<file path="config.mk">
export PLATFORM = sky130hd
export DESIGN_NAME = instruction_fetch_unit
export DESIGN_NICKNAME = d
export VERILOG_FILES = /design/src/rtl/instruction_fetch_unit.sv
export SDC_FILE = /design/constraint.sdc
export NUM_CORES = 1
export LEC_CHECK = 0
export ABC_AREA = 1
export BUFFER_PORTS_ARGS = -buffer_cell sky130_fd_sc_hd__buf_2
export CAP_MARGIN = 10
export CORE_UTILIZATION = 52
export CTS_BUF_LIST = sky130_fd_sc_hd__clkbuf_4 sky130_fd_sc_hd__clkbuf_8
export DETAILED_ROUTE_END_ITERATION = 8
export GPL_ROUTABILITY_DRIVEN = 0
export PLACE_DENSITY = 0.91
export SYNTH_ARGS = -nofsm -noshare
export SYNTH_HDL_FRONTEND = slang
export SYNTH_SLANG_ARGS = --single-unit
</file>
<file path="constraint.sdc">
create_clock -name clk -period 1.4 [get_ports clk]
set_clock_uncertainty 0.05 [all_clocks]
set_input_delay 0.07 -clock clk [delete_from_list [all_inputs] [get_ports clk]]
set_output_delay 0.07 -clock clk [all_outputs]
set_load 0.05 [all_outputs]
</file>
<file path="src/rtl/instruction_fetch_unit.sv">
// Fetch stage: owns the PC, issues word fetches over a request/ready
// handshake and buffers responses in a small prefetch FIFO for decode.
module instruction_fetch_unit #(
  parameter logic [31:0] RESET_PC   = 32'h0000_0000,
  parameter logic [31:0] PC_STEP    = 32'd1,
  parameter int unsigned FIFO_DEPTH = 2
) (
  input  logic        clk,
  input  logic        reset,
  output logic [31:0] instructionAddress,
  output logic        instructionRequest,
  input  logic [31:0] instructionBus,
  input  logic        instructionReady,
  input  logic        redirect,
  input  logic [31:0] redirectTarget,
  input  logic        decodeStall,
  output logic [31:0] fetchInstr,
  output logic [31:0] fetchPC,
  output logic        fetchValid
);

  localparam int unsigned PTR_W = (FIFO_DEPTH > 1) ? $clog2(FIFO_DEPTH) : 1;
  localparam int unsigned CNT_W = PTR_W + 1;
  localparam logic [CNT_W-1:0] FULL_CNT = CNT_W'(FIFO_DEPTH);

  logic [31:0]      pc_q, pc_d;
  logic [PTR_W-1:0] rd_ptr_q, rd_ptr_d;
  logic [PTR_W-1:0] wr_ptr_q, wr_ptr_d;
  logic [CNT_W-1:0] count_q, count_d;
  logic [31:0]      instr_mem_q [FIFO_DEPTH];
  logic [31:0]      pc_mem_q    [FIFO_DEPTH];

  logic accept;
  logic pop;
  logic push;

  // Handshake terms; request depends only on reset and registered count.
  assign instructionRequest = reset & (count_q != FULL_CNT);
  assign accept             = instructionRequest & instructionReady;
  assign fetchValid         = (count_q != '0);
  assign pop                = fetchValid & ~decodeStall;

  // Presented head entry; an empty FIFO shows a NOP at PC 0.
  assign instructionAddress = pc_q;
  assign fetchInstr         = fetchValid ? instr_mem_q[rd_ptr_q] : 32'h0;
  assign fetchPC            = fetchValid ? pc_mem_q[rd_ptr_q]    : 32'h0;

  // Next-state: redirect flushes and retargets, otherwise push/pop bookkeeping.
  always_comb begin
    pc_d     = pc_q;
    rd_ptr_d = rd_ptr_q;
    wr_ptr_d = wr_ptr_q;
    count_d  = count_q;
    push     = 1'b0;
    if (redirect) begin
      pc_d     = redirectTarget;
      rd_ptr_d = '0;
      wr_ptr_d = '0;
      count_d  = '0;
    end else begin
      if (accept) begin
        push     = 1'b1;
        pc_d     = pc_q + PC_STEP;
        wr_ptr_d = wr_ptr_q + PTR_W'(1);
      end
      if (pop) begin
        rd_ptr_d = rd_ptr_q + PTR_W'(1);
      end
      case ({accept, pop})
        2'b10:   count_d = count_q + CNT_W'(1);
        2'b01:   count_d = count_q - CNT_W'(1);
        default: count_d = count_q;
      endcase
    end
  end

  // PC, pointers and occupancy.
  always_ff @(posedge clk or negedge reset) begin
    if (!reset) begin
      pc_q     <= RESET_PC;
      rd_ptr_q <= '0;
      wr_ptr_q <= '0;
      count_q  <= '0;
    end else begin
      pc_q     <= pc_d;
      rd_ptr_q <= rd_ptr_d;
      wr_ptr_q <= wr_ptr_d;
      count_q  <= count_d;
    end
  end

  // FIFO storage of {instruction, pc}; written at the write pointer on push.
  always_ff @(posedge clk or negedge reset) begin
    if (!reset) begin
      for (int unsigned i = 0; i < FIFO_DEPTH; i++) begin
        instr_mem_q[i] <= 32'h0;
        pc_mem_q[i]    <= 32'h0;
      end
    end else if (push) begin
      instr_mem_q[wr_ptr_q] <= instructionBus;
      pc_mem_q[wr_ptr_q]    <= pc_q;
    end
  end

endmodule

</file>
==> results of run 1 <==
## timing repair
item,in CTS
resized for setup,303
gates cloned,45
endpoints found under the setup margin,220
setup buffers,35
pin swaps,7
hold endpoints to repair,261
hold buffers,70
## cells by family after synthesis
| family | count (synthesis) | synth area share |
|---|---|---|
| AND/OR/NAND/NOR | 518 | 0.250 |
| flip-flops | 164 | 0.504 |
| buffers and inverters | 159 | 0.0835 |
| adder cells (fa/ha/maj) | 1 | 0.00154 |
| AO/OA/AOI/OAI | 244 | 0.153 |
| XOR/XNOR | 7 | 0.00753 |
## metrics by stage
step / TNS, ns / cells / worst slack [ns] / utilization / instance area [sq um]
2_1_floorplan: -1.22 / 1093 / -0.115 / - / 9020
3_3_place_gp: -0.0486 / 1477 / -0.0111 / 0.693 / 10600
3_5_place_dp: -6.06 / 1477 / -0.101 / 0.693 / 10600
4_1_cts: -82.17 / 1659 / -0.463 / 0.933 / 14200
==> flow_metrics.tcl, run 1 <==
set metrics [dict create \
    postSynth.asyncResetShare 1.00 \
    synth_commonest_cells "nand2_1 (426), dfrtp_1 (164), o21ai_1 (124)" \
    netlist_area_sq_mm 0.00814 \
    hpwlAfterDp_um 17000 \
    clockRootBuffer "clkbuf_8" \
    ys_ff_latch 164 \
    cts_buffers 17 \
    synthDistinctLibCells 27 \
    synth_top_area_cell "dfrtp_1" \
    syn_avg_cell_area_sq_um 7.45 \
    pin_count 167 \
    synth_edf_count 0 \
    status "did not finish" \
    cts_sinks 164 \
    netlist_instances 1093 \
    portBuffers 166 \
    die_w_um 127 \
    grt_max_degree 92 \
    yosys-top-cells-area "dfrtp_1 (50%), nand2_1 (20%), o21ai_1 (7.6%), inv_1 (4.6%), a21oi_1 (4.3%)" \
    yosys_warnings 0 \
    error "[ERROR DPL-0038] Utilization greater than 100%, impossible to legalize" \
    ys_seq_area_frac 0.504 \
    synthesis.nets 1163 \
    worst_endpoint_kind "primary output" \
    rows 45 \
    htree_levels 4 \
    start_util 0.533 \
    cts.path.max_buffers 2 \
    yosysMostFrequentCell "nand2_1" \
    stop_stage "global routing" \
    synth_top_area_frac 0.504 \
    worst_endpoint "fetchPC[24]" \
    die_h_um 127 \
    yosys_most_used_dff "dfrtp_1" \
]
==> run 2, diff against run 1 <==
CORE_UTILIZATION = 40   (was 52)
CTS_BUF_LIST = not set   (was sky130_fd_sc_hd__clkbuf_4 sky130_fd_sc_hd__clkbuf_8)
PLACE_DENSITY = not set   (was 0.91)
PLACE_DENSITY_LB_ADDON = 0.15   (was not set)
clock period = 1.82 ns   (was 1.4 ns; I/O delays follow)
==> flow_metrics.tcl, run 2 <==
set metrics [dict create \
    rr_worst_depth 10 \
    r2r_slack_ns 0.16 \
    synthAdderAreaFrac 0.00154 \
    power.switching_mw 7.18 \
    nFillCells 1899 \
    hold_viol_final 0 \
    rows 51 \
    swShare 0.428 \
    syn_to_final_growth_pct 35.8 \
    htree_levels 4 \
    clkTransAtPathRegs_ns 0.06 \
    worstSkewPairLatency_ns 0.42 \
    synth_edf_count 0 \
    cp-start-kind "flop" \
    synth_compound_area_frac 0.153 \
    cts.path.max_buffers 2 \
    intPower_mw 9.58 \
    cts_sinks 164 \
    yosysMostFrequentCell "nand2_1" \
    synth-simple-area-share 0.250 \
    drt-total-wl_um 23800 \
    synth_top_area_frac 0.504 \
    power_density_mw_per_mm2 1520 \
    synth_top_family_by_area "simple AND/OR/NAND/NOR gates" \
    yosys-top-cells-area "dfrtp_1 (50%), nand2_1 (20%), o21ai_1 (7.6%), inv_1 (4.6%), a21oi_1 (4.3%)" \
    netlist_instances 1093 \
    r2r_start "instructionAddress[1]" \
    period_share 0.996 \
    layout.cells.most_common "nand2_1" \
    rsz0062_at_grt "true" \
    place_area_sq_mm 0.00945 \
    yosys_most_used_dff "dfrtp_1" \
    required_ns 1.68 \
    clock_power_share 0.215 \
    crit_type "reg2out" \
    max_freq_mhz 552 \
    cts_tree "done" \
    start_util 0.413 \
    grt_pass1_vias 7132 \
    drt_pass1_iterations 5 \
    fp.coreArea_sq_mm 0.0197 \
    status "complete, no violations" \
    die_area_sq_mm 0.0209 \
    pin_count 167 \
    clockRootBuffer "clkbuf_16" \
    slew_headroom 0.492 \
    synth-xor-area-share 0.00753 \
    finalCriticalPeriod_ns 1.81 \
    cp-endpoint "fetchPC[20]" \
    synthesis.nets 1163 \
    drive_above_1_share 0.221 \
    critPathLaunch "rd_ptr_q" \
    seqPwrFrac 0.344 \
    postSynth.asyncResetShare 1.00 \
    final_nets 1382 \
    n_antenna_cell 0 \
    drc 0 \
    muxShareOfSynthArea 0 \
    vias_per_cell 4.87 \
    ys_seq_area_frac 0.504 \
    die_h_um 145 \
    grt_usage 0.232 \
    cp_max_fo 30 \
    worst_slew_pin_slew_ns 0.762 \
    hpwlAfterDp_um 15700 \
    drt_iter0_drc 421 \
    setup_viol 0 \
    comb_power_share 0.441 \
    grt_max_degree 107 \
    cts_buffers 17 \
    maxCapViolations 0 \
    overflow 0 \
    p_leak_nw 5.36 \
    die_w_um 145 \
    worstPathArrival_ns 1.67 \
    ant_nets 0 \
    avgRoutedWirePerCell_um 15.0 \
    vias 7729 \
    setup.worst_path.end_class "output pin" \
    synth_top_area_cell "dfrtp_1" \
    vdd_ir_drop_max_mv 0.608 \
    portBuffers 166 \
    total_power_mw 16.8 \
    hp-class "in2reg" \
    synth_commonest_cells "nand2_1 (426), dfrtp_1 (164), o21ai_1 (124)" \
    yosys_warnings 0 \
    synthDistinctLibCells 27 \
    grt_antenna_before_repair 1 \
    design_area_sq_mm 0.0111 \
    netlist_area_sq_mm 0.00814 \
    grt_pass1_wl_um 37000 \
    layout_common_cells "nand2_1 (425), dfrtp_1 (161), o21ai_1 (124)" \
    syn_avg_cell_area_sq_um 7.45 \
    finalMaxSlewViolations 0 \
    ys_ff_latch 164 \
    worstHoldStart "redirect" \
    r2r-end "instructionAddress[24]" \
]
==> run 2: cell counts after synthesis <==
Identical to the previous run, type by type.
==> run 2: what timing repair did <==
item                                   in CTS  in global routing
endpoints found under the hold margin     261                  0
setup endpoints to repair                  59                 52
setup buffers                               2                  1
gates cloned                                1                  0
gates resized for setup                    54                 55
pin swaps                                   1                  1
hold buffers                               66                  0
==> run 2: layout make-up <==
type,instances,area [sq um],area share
sequential,164,4110,0.372
multi-input combinational,770,3590,0.325
timing repair buffer,257,2060,0.187
clock buffer,20,447,0.0404
inverter,102,385,0.0349
tap,265,332,0.0300
clock inverter,10,134,0.0121
==> run 2: cell families after synthesis <==
family | after synthesis
adder cells (fa/ha/maj) | 1
XOR/XNOR | 7
buffers and inverters | 159
AND/OR/NAND/NOR | 518
flip-flops | 164
AO/OA/AOI/OAI | 244
==> run 2: through the flow <==
stage	utilization	std cells	setup slack, ns	hold slack (ns)	TNS (ns)
final	0.561	1588	0.00784	0.0587	0
after global routing	0.561	1588	-0.0462	0.0390	-0.201
after CTS	0.552	1587	-0.00271	0.0366	-0.00271
after detailed placement	0.479	1488	0.181	0.201	0
after global placement	0.479	1488	0.220	0.199	0
after floorplan	-	1093	-0.00533	-0.255	-0.0373
==> run 2: how the worst min path moves through the flow <==
stage	end	slack (ns)	depth (start not counted)
global placement	instr_mem_q[19]	0.20	2
detailed placement	instr_mem_q[19]	0.20	2
CTS	instructionAddress[1]	0.04	3
floorplan	count_q[0]	-0.25	0
global route	instructionAddress[1]	0.04	3
finish	instructionAddress[5]	0.06	3
==> run 2: metal layers <==
metal	vias to the layer above	wire [um]	GRT usage	share of wire
li1	3898	-	-	-
met1	3609	11300	0.321	0.48
met2	196	10900	0.367	0.46
met3	24	1220	0.0450	0.051
met4	2	329	0.0670	0.014
met5	-	13	0	0.00055
==> run 2: power by group through the flow <==
stage,clock network (mW),logic [mW],registers [mW]
3_5_place_dp,0,6.63,5.80
5_1_grt,3.83,8.03,5.93
2_1_floorplan,0,4.63,5.99
4_1_cts,3.67,7.16,5.76
6_report,3.61,7.39,5.77
3_3_place_gp,0,6.58,5.78
==> run 2: worst max-delay path, cell delays in order (launching register included) <==
cell and delay (ns):
dfrtp_2 0.46, inv_4 0.10, buf_12 0.19, nand2_1 0.08, a21oi_2 0.22, buf_6 0.19
Note: power is estimated with default switching activity, not from simulation.
